### src/rtl/round_robin_arbiter_pkg.sv
// Shared definitions for the round-robin arbiter: state encoding and sizing helpers.
// Used by the RTL and by the testbench.
package round_robin_arbiter_pkg;

    typedef enum logic {
        IDLE = 1'b0,
        BUSY = 1'b1
    } state_e;

    function automatic int num_req(input int width);
        return 1 << width;
    endfunction

    // Counter only has to reach MAX_HOLD-1; keep at least one bit for MAX_HOLD of 0 or 1.
    function automatic int hold_cnt_width(input int max_hold);
        return (max_hold < 2) ? 1 : $clog2(max_hold);
    endfunction

endpackage

### src/rtl/round_robin_arbiter_grant_decoder.sv
// Binary grant index to one-hot grant vector, forced to zero while no grant is active.
module grant_decoder
    import round_robin_arbiter_pkg::*;
#(
    parameter int WIDTH = 3
) (
    input  logic [WIDTH-1:0]          idx_i,
    input  logic                      en_i,
    output logic [num_req(WIDTH)-1:0] grant_o
);

    always_comb begin
        grant_o = '0;
        if (en_i) begin
            grant_o[idx_i] = 1'b1;
        end
    end

endmodule

### src/rtl/round_robin_arbiter.sv
// Round-robin arbiter with explicit release, optional hold limit and zero-gap handover.
//   state | meaning
//   IDLE  | no owner, scan from pointer on any request
//   BUSY  | owner held until release or hold-limit timeout
module round_robin_arbiter
    import round_robin_arbiter_pkg::*;
#(
    parameter int WIDTH    = 3,
    parameter int MAX_HOLD = 16
) (
    input  logic                      iClk,
    input  logic                      iRst,
    input  logic [num_req(WIDTH)-1:0] iReq,
    input  logic                      iRelease,
    output logic                      oValid,
    output logic [WIDTH-1:0]          oGrantIdx,
    output logic [num_req(WIDTH)-1:0] oGrant,
    output logic                      oTimeout
);

    localparam int N  = num_req(WIDTH);
    localparam int CW = hold_cnt_width(MAX_HOLD);
    localparam logic [CW-1:0] HOLD_LAST = CW'((MAX_HOLD > 0) ? MAX_HOLD - 1 : 0);

    state_e          state_q, state_d;
    logic [WIDTH-1:0] ptr_q, ptr_d;
    logic [WIDTH-1:0] idx_q, idx_d;
    logic            valid_q, valid_d;
    logic [CW-1:0]   cnt_q, cnt_d;

    logic            busy;
    logic            limit_hit;
    logic            timeout;
    logic            release_now;
    logic [WIDTH-1:0] scan_base;
    logic [WIDTH-1:0] cand;
    logic [WIDTH-1:0] scan_idx;
    logic            scan_hit;

    assign busy        = (state_q == BUSY);
    assign limit_hit   = (MAX_HOLD > 0) && busy && (cnt_q == HOLD_LAST);
    assign timeout     = limit_hit && !iRelease && !iRst;
    assign release_now = busy && (iRelease || limit_hit);

    // Scanning from owner+1 while busy puts the releasing owner last in line.
    assign scan_base = busy ? (idx_q + WIDTH'(1)) : ptr_q;

    always_comb begin
        scan_hit = 1'b0;
        scan_idx = '0;
        cand     = '0;
        for (int k = N - 1; k >= 0; k--) begin
            cand = scan_base + WIDTH'(k);
            if (iReq[cand]) begin
                scan_hit = 1'b1;
                scan_idx = cand;
            end
        end
    end

    always_comb begin
        state_d = state_q;
        ptr_d   = ptr_q;
        idx_d   = idx_q;
        valid_d = valid_q;
        cnt_d   = cnt_q;
        unique case (state_q)
            IDLE: begin
                if (scan_hit) begin
                    state_d = BUSY;
                    idx_d   = scan_idx;
                    valid_d = 1'b1;
                    cnt_d   = '0;
                end
            end
            BUSY: begin
                if (release_now) begin
                    ptr_d = idx_q + WIDTH'(1);
                    cnt_d = '0;
                    if (scan_hit) begin
                        idx_d = scan_idx;
                    end else begin
                        state_d = IDLE;
                        valid_d = 1'b0;
                    end
                end else if (cnt_q != '1) begin
                    cnt_d = cnt_q + CW'(1);
                end
            end
            default: state_d = IDLE;
        endcase
    end

    always_ff @(posedge iClk) begin
        if (iRst) begin
            state_q <= IDLE;
            ptr_q   <= '0;
            idx_q   <= '0;
            valid_q <= 1'b0;
            cnt_q   <= '0;
        end else begin
            state_q <= state_d;
            ptr_q   <= ptr_d;
            idx_q   <= idx_d;
            valid_q <= valid_d;
            cnt_q   <= cnt_d;
        end
    end

    assign oValid    = valid_q;
    assign oGrantIdx = idx_q;
    assign oTimeout  = timeout;

    grant_decoder #(
        .WIDTH (WIDTH)
    ) u_grant_decoder (
        .idx_i   (idx_q),
        .en_i    (valid_q),
        .grant_o (oGrant)
    );

endmodule

### config.mk
export PLATFORM = sky130hd
export DESIGN_NAME = round_robin_arbiter
export DESIGN_NICKNAME = d
export VERILOG_FILES = /design/src/rtl/round_robin_arbiter_pkg.sv /design/src/rtl/round_robin_arbiter_grant_decoder.sv /design/src/rtl/round_robin_arbiter.sv
export SDC_FILE = /design/constraint.sdc
export NUM_CORES = 1
export LEC_CHECK = 0
export ABC_AREA = 0
export CORE_ASPECT_RATIO = 1.4
export CORE_MARGIN = 3
export CORE_UTILIZATION = 55
export DETAILED_ROUTE_END_ITERATION = 8
export GPL_TIMING_DRIVEN = 0
export PLACE_DENSITY = 0.82
export SETUP_SLACK_MARGIN = 0.5
export SLEW_MARGIN = 20
export SYNTH_ARGS = -nofsm -noshare
export SYNTH_HDL_FRONTEND = slang
export SYNTH_SLANG_ARGS = --single-unit
### constraint.sdc
create_clock -name iClk -period 10.4 [get_ports iClk]
set_input_delay 2.08 -clock iClk [delete_from_list [all_inputs] [get_ports iClk]]
set_output_delay 2.08 -clock iClk [all_outputs]
set_load 0.02 [all_outputs]
* Word level (Yosys, flattened, before mapping)
Index checks and enable logic that the tools add are counted.
** Storage, ports and cells
- Bits in registers :: 12
- Bits of input ports :: 11
- Output and inout port bits :: 13
- Word-level logic and storage cells :: 92
** Operators by class
- Add/subtract/negate cells :: 9
- Magnitude comparators :: 10
- Eq/ne operators :: 6
- Muxes and demuxes :: 50
- Bitwise gates (word level) :: 1
- Reductions and logical operators :: 11
** Operators with widths (number)
- less-than comparator 3 x 4 -> 1 bit (second input constant) :: 9
- 2-to-1 mux 3 bit :: 11
- binary-select mux 1 bit (select 3 bit) :: 8
- 2-to-1 mux 1 bit :: 22
- adder 3 bit (second input constant) :: 4
- 2-to-1 mux 4 bit :: 3
- 2-to-1 mux 8 bit :: 1
- case mux 4 bit (2 select lines) :: 1
- adder 3 x 1 -> 3 bit (second input constant) :: 2
- adder 3 x 2 -> 3 bit (second input constant) :: 2
- case mux 3 bit (2 select lines) :: 1
- logical AND 1 bit :: 5
- adder 4 x 1 -> 4 bit (second input constant) :: 1
- == test 4 bit (second input constant) :: 1
- inequality test 2 bit (second input constant) :: 2
- inequality test 4 bit (second input constant) :: 1
- case mux 1 bit (2 select lines) :: 2
- AND reduction 2 bit :: 2
- demux 1 bit (select 3 bit) :: 1
- >= comparator 3 x 1 -> 1 bit (second input constant) :: 1
- inequality test 3 x 1 -> 1 bit (second input constant) :: 1
- AND reduction 3 bit :: 1
- zero test 1 bit :: 2
- inequality test 2 x 1 -> 1 bit (second input constant) :: 1
- other kinds (2) :: 2

* Logic depth before layout (Yosys ltp)
Gate-level depths: netlist of run 1.
- Depth in word-level cells :: 16
- Gate-level depth with buffers :: 14
- Depth with buffers taken out :: 11

* By module
From an unflattened synthesis of run 1, not the netlist that was laid out.
** Unflattened totals
- Cells, all modules :: 207
- Area total of the unflattened synthesis :: 1627.8 µm²
** By module, submodules not included
- round_robin_arbiter :: times used 1, cells an instance 199, area each 1532.7 µm², seq. area each 240.2 µm²
- grant_decoder :: times used 1, cells an instance 8, area each 95.1 µm², seq. area each 0.0 µm²

* Worst setup path before layout of run 1
OpenSTA, ideal clock, no wires.
- Path type :: input port to output port
- Start point :: input iRst
- End point :: output oTimeout
- Arrival :: 2729 ps
- Required time :: 8320 ps
- Setup slack :: 5591 ps
- Stages on the path :: 2
- Path buffers :: 1
- Cell sequence :: buf_2 > nor3_1
** On the way
- Longest elaborated chain between the ends :: 2
** RTL lines
- start, declared :: line round_robin_arbiter.sv:12 : input logic iRst,
- zero test 1 bit :: line round_robin_arbiter.sv:42 : assign timeout = limit_hit && !iRelease && !iRst;
- logical AND 1 bit :: line round_robin_arbiter.sv:42
- end, declared :: line round_robin_arbiter.sv:18 : output logic oTimeout
No other way between the ends.

* Worst setup path after layout of run 1
Ends and elaborated chain as after synthesis.

==> metrics, run 1 <==
launch point of the worst path iRst; # diodes 0; crit path kind input pin to output pin; maximum resistive drop on vdd 146 uV; combined area of all synthesized cells 1560 um2; initial antenna violation count 0; # port buffers 22; routed via count divided by cell count 6.59; Period Utilization, post-route 0.547; number of failing hold endpoints at the final stage 0; Layout Nets 246; highest clock frequency the design can meet 176 MHz; global-route wire length before repair 7540 um; wire length after detailed routing 4540 um; CTS H-Tree Depth 1; first drt pass iteration count 4; overall power after layout 473 uW; headroom to the max-slew limit 0.469; Setup TNS Final 0 ns; required time of the critical path 8.32 ns; Synth top area share 0.154; clock tree from TritonCTS built; die span in y 69.0 um; maximum fanout encountered on the critical timing path 10; maximum count of clock buffers along a single path 2; number of enable-type register cells in the synthesized netlist 0; Startpoint Class input pin; HPWL Detailed 3620 um; overflow left after global routing 0; Slew Limit Fails 0; post-CTS setup buffer count 0; Avg Cell Area, Syn 7.64 um2; Worst Max-Slew Pin Slew 0.797 ns; Iteration-0 DRC Markers 99; clk slew on worst S/H paths 0.08 ns; FF-to-FF Start oGrantIdx[1]; clock latency on the worst-skew pair 0.27 ns; cell accounting for the most synthesized area sky130_fd_sc_hd__dfxtp_1; pwr/cell area 254 nW/um2; routed length per placed instance 17.0 um; dominant cells by area after synthesis sky130_fd_sc_hd__dfxtp_1, sky130_fd_sc_hd__mux4_1, sky130_fd_sc_hd__nand3_1, sky130_fd_sc_hd__nor2_1, sky130_fd_sc_hd__mux4_2; initial core utilization 0.584; number of inserted filler cells in the final layout 234; die outline width 51.0 um; setup repair after global routing missed its margin false; Mapped Cells 204; reported max-cap violation count 0; quantity of hold-fixing buffers added after cts 0; row cnt 22; fraction of layout instances using a drive strength above 1 0.113; die outline area 3520 um2; nature of the critical path endpoint output pin; synthesized flop and latch total 12; Floorplan Core Area 2670 um2; top-level I/O count 24; total nets after synthesis 219; HP Start cnt_q[3]; post-route DRC violation count 0; result of the run finished, final reports clean; GR Util All Layers 0.278; Post-Route Skew 0.00282 ns; Leak 0.000730 uW; top post-synthesis cells by count sky130_fd_sc_hd__nor2_1, sky130_fd_sc_hd__nand2_1, sky130_fd_sc_hd__nand3_1, sky130_fd_sc_hd__o21ai_0, sky130_fd_sc_hd__a21oi_1; root cell of the clock tree sky130_fd_sc_hd__clkbuf_4; pin count of the biggest net entering global routing 11; ys async rst share 0; total number of yosys warnings 0; CTS resizes 0; most frequently used flop master after synthesis sky130_fd_sc_hd__dfxtp_1; final setup violating endpoints 0; CTS Buf Count 3; post-layout min period 5.69 ns; type of the most critical hold path flip-flop to flip-flop; via count of the first global-routing pass 1,705; Via Count 1,753; Layout area overhead 19.3%; number of unique standard cell types used by synthesis 54; antenna violation net count after detailed routing 0; sequential area share after synthesis 0.154; top-count cell post-synth sky130_fd_sc_hd__nor2_1; sinks on the clock net 12; Arrival @ worst endpoint 3.61 ns; last weighted congestion value of the routability-driven placer 0.986
per-layer routing:
layer  vias to the layer above  GRT usage  wire length, um
met3                        21     0.0301              295
met2                        95      0.521             2350
met4                         0      0.182              186
met1                       807      0.291             1700
li1                        830          -                -
met5                         -          0                0
final cells by class:
class | count | area (um2) | area share
multi-input combinational | 177 | 1210 | 0.652
sequential | 12 | 240 | 0.129
timing repair buffer | 22 | 220 | 0.118
buffer | 9 | 83.8 | 0.0451
tap | 36 | 45.0 | 0.0242
clock buffer | 4 | 36.3 | 0.0195
inverter | 6 | 22.5 | 0.0121
cells by family after synthesis:
group / share of synthesized area
simple gates: 0.295
buf+inv: 0.0682
compound gates: 0.227
flops: 0.154
xor+xnor: 0.0393
mux: 0.185
fa+ha+maj: 0.0321
flip-flops by register name, summed over array words and instances (netlist names):
name / count
oValid: 1
ptr_q: 3
busy: 1
oGrantIdx: 3
cnt_q: 4
through the flow:
stage               std cells  cell area [um2]   util  worst slack, ns  hold WS, ns
floorplan                 204             1560      -             5.59        0.458
global placement          262             1820  0.683             4.72        0.470
detailed placement        262             1820  0.683             4.70        0.491
CTS                       266             1860  0.697             4.70        0.505
global route              266             1860  0.697             4.67        0.529
finish                    266             1860  0.697             4.71        0.499
layout by cell type, fill, tap and decap left out, drive strengths merged, types with 2 or more instances in the layout:
master and instances:
ha 4, mux2 2, inv 5, a21o 3, nor3 6, clkbuf 7, xnor2 6, a31oi 3
a211oi 3, a21oi 13, o21bai 2, mux4 8, nand2b 5, o21ai 15, and3 3, nand2 23
dfxtp 12, mux2i 7, o2111ai 2, clkdlybuf4s50 22, buf 6, nand3 19, nor2 25, a32oi 2
and2 2, o22ai 3, or4b 2
critical path, cell delays in order:
cell	delay (ns)
sky130_fd_sc_hd__clkdlybuf4s50_1	0.50
sky130_fd_sc_hd__buf_2	0.23
sky130_fd_sc_hd__nor3_1	0.18
sky130_fd_sc_hd__clkdlybuf4s50_1	0.62
final timing paths:
check,to,slack [ns],depth (start not counted)
max,oTimeout,4.71,4
min,cnt_q[3],0.50,2
max reg2reg,cnt_q[2],6.25,11
min reg2reg,cnt_q[3],0.50,2
power breakdown:
part	internal (uW)	switching, uW
logic	158	211
clock network	21.3	16.7
registers	54.1	11.4
(Power assumes the default switching activity.)
==> run 2: changes to the inputs <==
- CORE_UTILIZATION: 55 -> 49
- PLACE_DENSITY: 0.82 -> 0.78
- clock period: 10.4 -> 4.6 ns (I/O delays scaled with it)
==> run 2 against run 1 <==
Die area grew 11%. Combinational power is 120% higher. Core utilization decreased by 6.2 points. Largest power group unchanged. Worst hold slack better by 0.0019 ns. Non-clock buffer count unchanged. Clock power grew to 3.1 times the previous value. Flip-flop and latch count stayed put. Global-route usage fell by 4.9 points. Total power grew 130%. Critical path depth up 7.
==> metrics, run 2 (synthesis gave the netlist of run 1 again) <==
result of the run finished, final reports clean (unchanged); Floorplan Core Area 2960 um2 (was 2670 um2); type of the most critical hold path flip-flop to flip-flop (unchanged); post-layout min period 3.76 ns; Layout Nets 246 (unchanged); crit path kind flip-flop to flip-flop (was input pin to output pin); Arrival @ worst endpoint 3.94 ns (was 3.61 ns); clock latency on the worst-skew pair 0.25 ns (was 0.27 ns); sinks on the clock net 12 (unchanged); share of power burned in registers 0.136 (was 0.138); Layout area overhead 20.6% (was 19.3%); post-route DRC violation count 0 (unchanged); initial core utilization 0.526 (was 0.584); final instance area 1880 um2 (was 1860 um2); routed length per placed instance 15.3 um (was 17.0 um); worst flop-to-flop path endpoint cnt_q[2] (unchanged); R2R setup slack 0.84 ns (was 6.25 ns); Iteration-0 DRC Markers 74 (was 99); CTS H-Tree Depth 1 (unchanged); setup repair after global routing missed its margin false (unchanged); Cell Area, Placed 1830 um2 (was 1820 um2); highest clock frequency the design can meet 266 MHz; fraction of power consumed by combinational cells 0.756 (was 0.781); final setup violating endpoints 0 (unchanged); GR Util All Layers 0.229 (was 0.278); routed via count divided by cell count 6.24 (was 6.59); # port buffers 22 (unchanged); root cell of the clock tree sky130_fd_sc_hd__clkbuf_8 (was sky130_fd_sc_hd__clkbuf_4); worst slack at placement 0.596 ns (was 4.70 ns); clk slew on worst S/H paths 0.05 ns (was 0.08 ns); FF-to-FF Start oGrantIdx[1] (unchanged); P_sw 528 uW (was 239 uW); maximum fanout encountered on the critical timing path 10 (unchanged); fraction of layout instances using a drive strength above 1 0.117 (was 0.113); Internal Power 557 uW (was 234 uW); HP Start cnt_q[3] (unchanged); Slew Limit Fails 0 (unchanged); Startpoint Class flip-flop (was input pin); antenna violation net count after detailed routing 0 (unchanged); Post-Route Skew 0.00206 ns (was 0.00282 ns); overflow left after global routing 0 (unchanged); maximum count of clock buffers along a single path 2 (unchanged); initial antenna violation count 0 (unchanged); Min-Delay Endpoint cnt_q[3] (unchanged); first drt pass iteration count 4 (unchanged); Setup TNS Final 0 ns (unchanged); last weighted congestion value of the routability-driven placer 0.909 (was 0.986); via count of the first global-routing pass 1,530 (was 1,705); Worst Max-Slew Pin Slew 0.705 ns (was 0.797 ns); # diodes 0 (unchanged); die outline width 53.7 um (was 51.0 um); largest reg by FF count cnt_q (unchanged); hold path cells 2 (unchanged); required time of the critical path 4.78 ns (was 8.32 ns); die span in y 72.7 um (was 69.0 um); max reg flops 4 (unchanged); instance count after placement with tap cells included 263 (was 262); HPWL Detailed 3220 um (was 3620 um); Leak 0.000742 uW (was 0.000730 uW); highest-count cells in the layout ignoring fill and taps sky130_fd_sc_hd__nor2_1, sky130_fd_sc_hd__nand2_1, sky130_fd_sc_hd__clkdlybuf4s50_1, sky130_fd_sc_hd__nand3_1, sky130_fd_sc_hd__o21ai_0 (unchanged); headroom to the max-slew limit 0.530 (was 0.469); final hold slack 0.500 ns (was 0.499 ns); commonest non-fill, non-tap cell in the layout sky130_fd_sc_hd__nor2_1 (unchanged); part of the total power dissipated in the clock network 0.108 (was 0.080); Finished Layout Cells 267 (was 266); nature of the critical path endpoint flip-flop (was output pin); Reg2Reg Depth 11 (unchanged); row cnt 23 (was 22); pin count of the biggest net entering global routing 11 (unchanged); top-level I/O count 24 (unchanged); Period Utilization, post-route 0.818; die outline area 3900 um2 (was 3520 um2); number of failing hold endpoints at the final stage 0 (unchanged); worst path setup slack after routing 0.838 ns (was 4.71 ns); reported max-cap violation count 0 (unchanged); Via Count 1,665 (was 1,753); clock tree from TritonCTS built (unchanged); global-route wire length before repair 6820 um (was 7540 um); post-CTS setup buffer count 0 (unchanged); wire length after detailed routing 4100 um (was 4540 um); maximum resistive drop on vdd 436 uV (was 146 uV); CTS Buf Count 3 (unchanged); switching share of total power 0.487 (was 0.506); pwr/cell area 577 nW/um2 (was 254 nW/um2)
==> run 2: changes by cell type in the layout (fill, tap and decap cells not counted) <==
cell | before | now
sky130_fd_sc_hd__clkbuf_4 | 3 | 0
sky130_fd_sc_hd__clkbuf_8 | 3 | 6
sky130_fd_sc_hd__clkinv_1 | 1 | 0
sky130_fd_sc_hd__inv_2 | 1 | 2
==> run 2: repair_timing <==
| action | CTS | global route |
|---|---|---|
| endpoints found under the setup margin | 0 | 1 |
| hold buffers | 0 | 0 |
| gates resized for setup | 0 | 1 |
==> run 2: worst max path at each step <==
stage / to / slack [ns] / startpoint
final: cnt_q[2] / 0.84 / oGrantIdx[1]
after global routing: cnt_q[2] / 0.68 / oGrantIdx[1]
after CTS: cnt_q[2] / 0.61 / oGrantIdx[1]
after detailed placement: cnt_q[2] / 0.60 / oGrantIdx[1]
after global placement: cnt_q[2] / 0.67 / oGrantIdx[1]
after floorplan: cnt_q[2] / 1.13 / oGrantIdx[1]
==> run 2: through the flow <==
step / power [uW] / util
global route: 1170 / 0.634
finish: 1090 / 0.634
floorplan: 769 / -
global placement: 948 / 0.616
detailed placement: 960 / 0.616
CTS: 1080 / 0.634
==> run 2: worst max-delay path, stage by stage, from the launching register on <==
cell	delay, ns
sky130_fd_sc_hd__dfxtp_1	0.46
sky130_fd_sc_hd__ha_1	0.34
sky130_fd_sc_hd__mux2i_1	0.53
sky130_fd_sc_hd__inv_2	0.22
sky130_fd_sc_hd__ha_1	0.33
sky130_fd_sc_hd__buf_4	0.17
sky130_fd_sc_hd__mux4_1	0.32
sky130_fd_sc_hd__nor2_1	0.10
sky130_fd_sc_hd__and3_1	0.21
sky130_fd_sc_hd__ha_1	0.26
sky130_fd_sc_hd__or4b_2	0.62
sky130_fd_sc_hd__a21oi_1	0.15
==> run 2: cell type report <==
cell class,instances,area (um2)
inverters,6,22.5
plain buffers,9,83.8
flip-flops and latches,12,240
multi-input cells,177,1210
fillers,275,1080
repair buffers,22,220
clock buffers,4,55.1
well taps,37,46.3
==> run 2: power by group through the flow <==
stage               registers, uW  logic [uW]  clock network (uW)
floorplan                     160         608                   0
global placement              149         800                   0
detailed placement            150         810                   0
CTS                           148         813                 118
global route                  151         895                 122
finish                        147         820                 117
==> run 2: layer usage <==
layer  wire [um]  part of all wire  global-route usage
met1        1690              0.41               0.264
met2        2050              0.50               0.406
met3         190             0.046              0.0143
met4         165             0.040               0.119
met5           0                 0                   0
==> run 3: changes to the inputs <==
- CORE_UTILIZATION: 49 -> 54
- PLACE_DENSITY: 0.78 -> 0.81
- clock period: 4.6 -> 3.77 ns (I/O delays scaled with it)
==> run 3 against run 2 <==
Register-to-register slack worse by 0.28 ns. Clock skew grew 0.00090 ns. Flip-flop and latch count is the same. Largest cell class unchanged.
==> metrics, run 3 (synthesis gave the netlist of run 1 again) <==
required time of the critical path 3.98 ns (was 4.78 ns); Iteration-0 DRC Markers 107 (was 74); die outline width 51.4 um (was 53.7 um); highest clock frequency the design can meet 312 MHz (was 266 MHz); worst path setup slack after routing 0.563 ns (was 0.838 ns); Period Utilization, post-route 0.851 (was 0.818); first drt pass iteration count 4 (unchanged); setup repair after global routing missed its margin false (unchanged); R2R setup slack 0.56 ns (was 0.84 ns); number of failing hold endpoints at the final stage 0 (unchanged); maximum count of clock buffers along a single path 2 (unchanged); Startpoint Class flip-flop (unchanged); Util after Layout 0.725 (was 0.634); Floorplan Core Area 2700 um2 (was 2960 um2); CTS Buf Count 3 (unchanged); multi-input combinational cell area 1240 um2 (was 1210 um2); GR Util All Layers 0.279 (was 0.229); fraction of power consumed by combinational cells 0.812 (was 0.756); type of the most critical hold path flip-flop to flip-flop (unchanged); die span in y 69.6 um (was 72.7 um); Leak 0.000760 uW (was 0.000742 uW); die outline area 3580 um2 (was 3900 um2); maximum fanout encountered on the critical timing path 9 (was 10); Most Frequent Cell on Critical Path sky130_fd_sc_hd__ha_2 (was sky130_fd_sc_hd__ha_1); maximum resistive drop on vdd 420 uV (was 436 uV); number of inserted filler cells in the final layout 214 (was 275); reported max-cap violation count 0 (unchanged); HPWL Detailed 3800 um (was 3220 um); max reg flops 4 (unchanged); nature of the critical path endpoint flip-flop (unchanged); post-layout min period 3.21 ns (was 3.76 ns); clk slew on worst S/H paths 0.07 ns (was 0.05 ns); CP max-delay cell sky130_fd_sc_hd__or4b_2 (unchanged); family of cells with the greatest summed delay on the critical path simple AND/OR/NAND/NOR gates (was adder cells); wire length after detailed routing 4990 um (was 4100 um); Layout Nets 255 (was 246); initial antenna violation count 0 (unchanged); share of power burned in registers 0.133 (was 0.136); overflow left after global routing 0 (unchanged); quantity of hold-fixing buffers added after cts 0 (unchanged); largest stage delay on the critical path 0.63 ns (was 0.62 ns); CTS H-Tree Depth 1 (unchanged); part of the total power dissipated in the clock network 0.055 (was 0.108); Internal Power 719 uW (was 557 uW); initial core utilization 0.578 (was 0.526); final setup violating endpoints 0 (unchanged); headroom to the max-slew limit 0.471 (was 0.530); global-route wire length before repair 7800 um (was 6820 um); post-route DRC violation count 0 (unchanged); # diodes 0 (unchanged); worst slack at placement 0.131 ns (was 0.596 ns); result of the run finished, final reports clean (unchanged); commonest non-fill, non-tap cell in the layout sky130_fd_sc_hd__nor2_1 (unchanged); crit path kind flip-flop to flip-flop (unchanged); P_sw 711 uW (was 528 uW); sequential cell area in the final layout 248 um2 (was 240 um2); clock latency on the worst-skew pair 0.28 ns (was 0.25 ns); clock tree from TritonCTS built (unchanged); Setup TNS Final 0 ns (unchanged); highest-count cells in the layout ignoring fill and taps sky130_fd_sc_hd__nor2_1, sky130_fd_sc_hd__clkdlybuf4s50_1, sky130_fd_sc_hd__nand2_1, sky130_fd_sc_hd__nand3_1, sky130_fd_sc_hd__o21ai_0 (was sky130_fd_sc_hd__nor2_1, sky130_fd_sc_hd__nand2_1, sky130_fd_sc_hd__clkdlybuf4s50_1, sky130_fd_sc_hd__nand3_1, sky130_fd_sc_hd__o21ai_0); cell-by-cell trace of the critical path ha_2 > mux2i_4 > clkinv_4 > ha_1 > buf_4 > mux4_2 > nor2_1 > and3_1 > ha_2 > or4b_2 > a21oi_2 (was ha_1 > mux2i_1 > inv_2 > ha_1 > buf_4 > mux4_1 > nor2_1 > and3_1 > ha_1 > or4b_2 > a21oi_1); last weighted congestion value of the routability-driven placer 0.864 (was 0.909); row cnt 22 (was 23); Worst Max-Slew Pin Slew 0.793 ns (was 0.705 ns); routed via count divided by cell count 6.53 (was 6.24); pwr/cell area 731 nW/um2 (was 577 nW/um2); Post-Route Skew 0.00296 ns (was 0.00206 ns); via count of the first global-routing pass 1,716 (was 1,530); Arrival @ worst endpoint 3.42 ns (was 3.94 ns); Slew Limit Fails 0 (unchanged); largest reg by FF count cnt_q (unchanged); Layout area overhead 25.5% (was 20.6%); switching share of total power 0.497 (was 0.487); sinks on the clock net 12 (unchanged); final hold slack 0.505 ns (was 0.500 ns); fraction of layout instances using a drive strength above 1 0.206 (was 0.117); antenna violation net count after detailed routing 0 (unchanged); root cell of the clock tree sky130_fd_sc_hd__clkbuf_4 (was sky130_fd_sc_hd__clkbuf_8); pin count of the biggest net entering global routing 11 (unchanged); Via Count 1,788 (was 1,665); number of buffer and inverter stages on the critical path 2 (unchanged); routed length per placed instance 18.2 um (was 15.3 um); top-level I/O count 24 (unchanged); # port buffers 22 (unchanged)
## run 3: power groups by stage
stage | Combinational, uW | Sequential [uW] | Clock (uW)
finish | 1160 | 190 | 79.3
global route | 1250 | 193 | 81.7
CTS | 1050 | 183 | 79.2
detailed placement | 1010 | 185 | 0
global placement | 980 | 183 | 0
floorplan | 749 | 197 | 0
## run 3: worst paths after layout
check / startpoint / to / depth (start not counted)
max: oGrantIdx[1] / cnt_q[2] / 11
min: cnt_q[3] / cnt_q[3] / 2
max reg2reg: oGrantIdx[1] / cnt_q[2] / 11
min reg2reg: cnt_q[3] / cnt_q[3] / 2
## run 3: repair_timing
| item | CTS | global route |
|---|---|---|
| hold endpoints to repair | 0 | 0 |
| pin swaps | 0 | 0 |
| gates resized for setup | 6 | 11 |
| buffers inserted | 2 | 7 |
| endpoints found under the setup margin | 7 | 5 |
## run 3: area by class of cell
class,instances,area share
multi-input cells,177,0.632
flip-flops and latches,12,0.127
repair buffers,31,0.147
plain buffers,9,0.0448
clock buffers,3,0.0115
well taps,36,0.0230
inverters,6,0.0153
## run 3: routing by layer
| layer | share of wire | up-vias | global-route usage |
|---|---|---|---|
| li1 | - | 843 | - |
| met1 | 0.38 | 824 | 0.315 |
| met2 | 0.54 | 96 | 0.489 |
| met3 | 0.039 | 25 | 0.0151 |
| met4 | 0.048 | 0 | 0.178 |
| met5 | 0 | - | 0 |
## run 3: through the flow
step / power (uW) / instances / instance area (um2)
after CTS: 1310 / 267 / 1880
after global placement: 1160 / 262 / 1830
after global routing: 1530 / 274 / 1960
final: 1430 / 274 / 1960
after floorplan: 946 / 204 / 1570
after detailed placement: 1190 / 262 / 1830
## run 3: tightest hold or removal path: stages, from the launching register on
cell and delay, ns:
sky130_fd_sc_hd__dfxtp_1 0.32, sky130_fd_sc_hd__o21ai_0 0.07, sky130_fd_sc_hd__a21oi_1 0.07
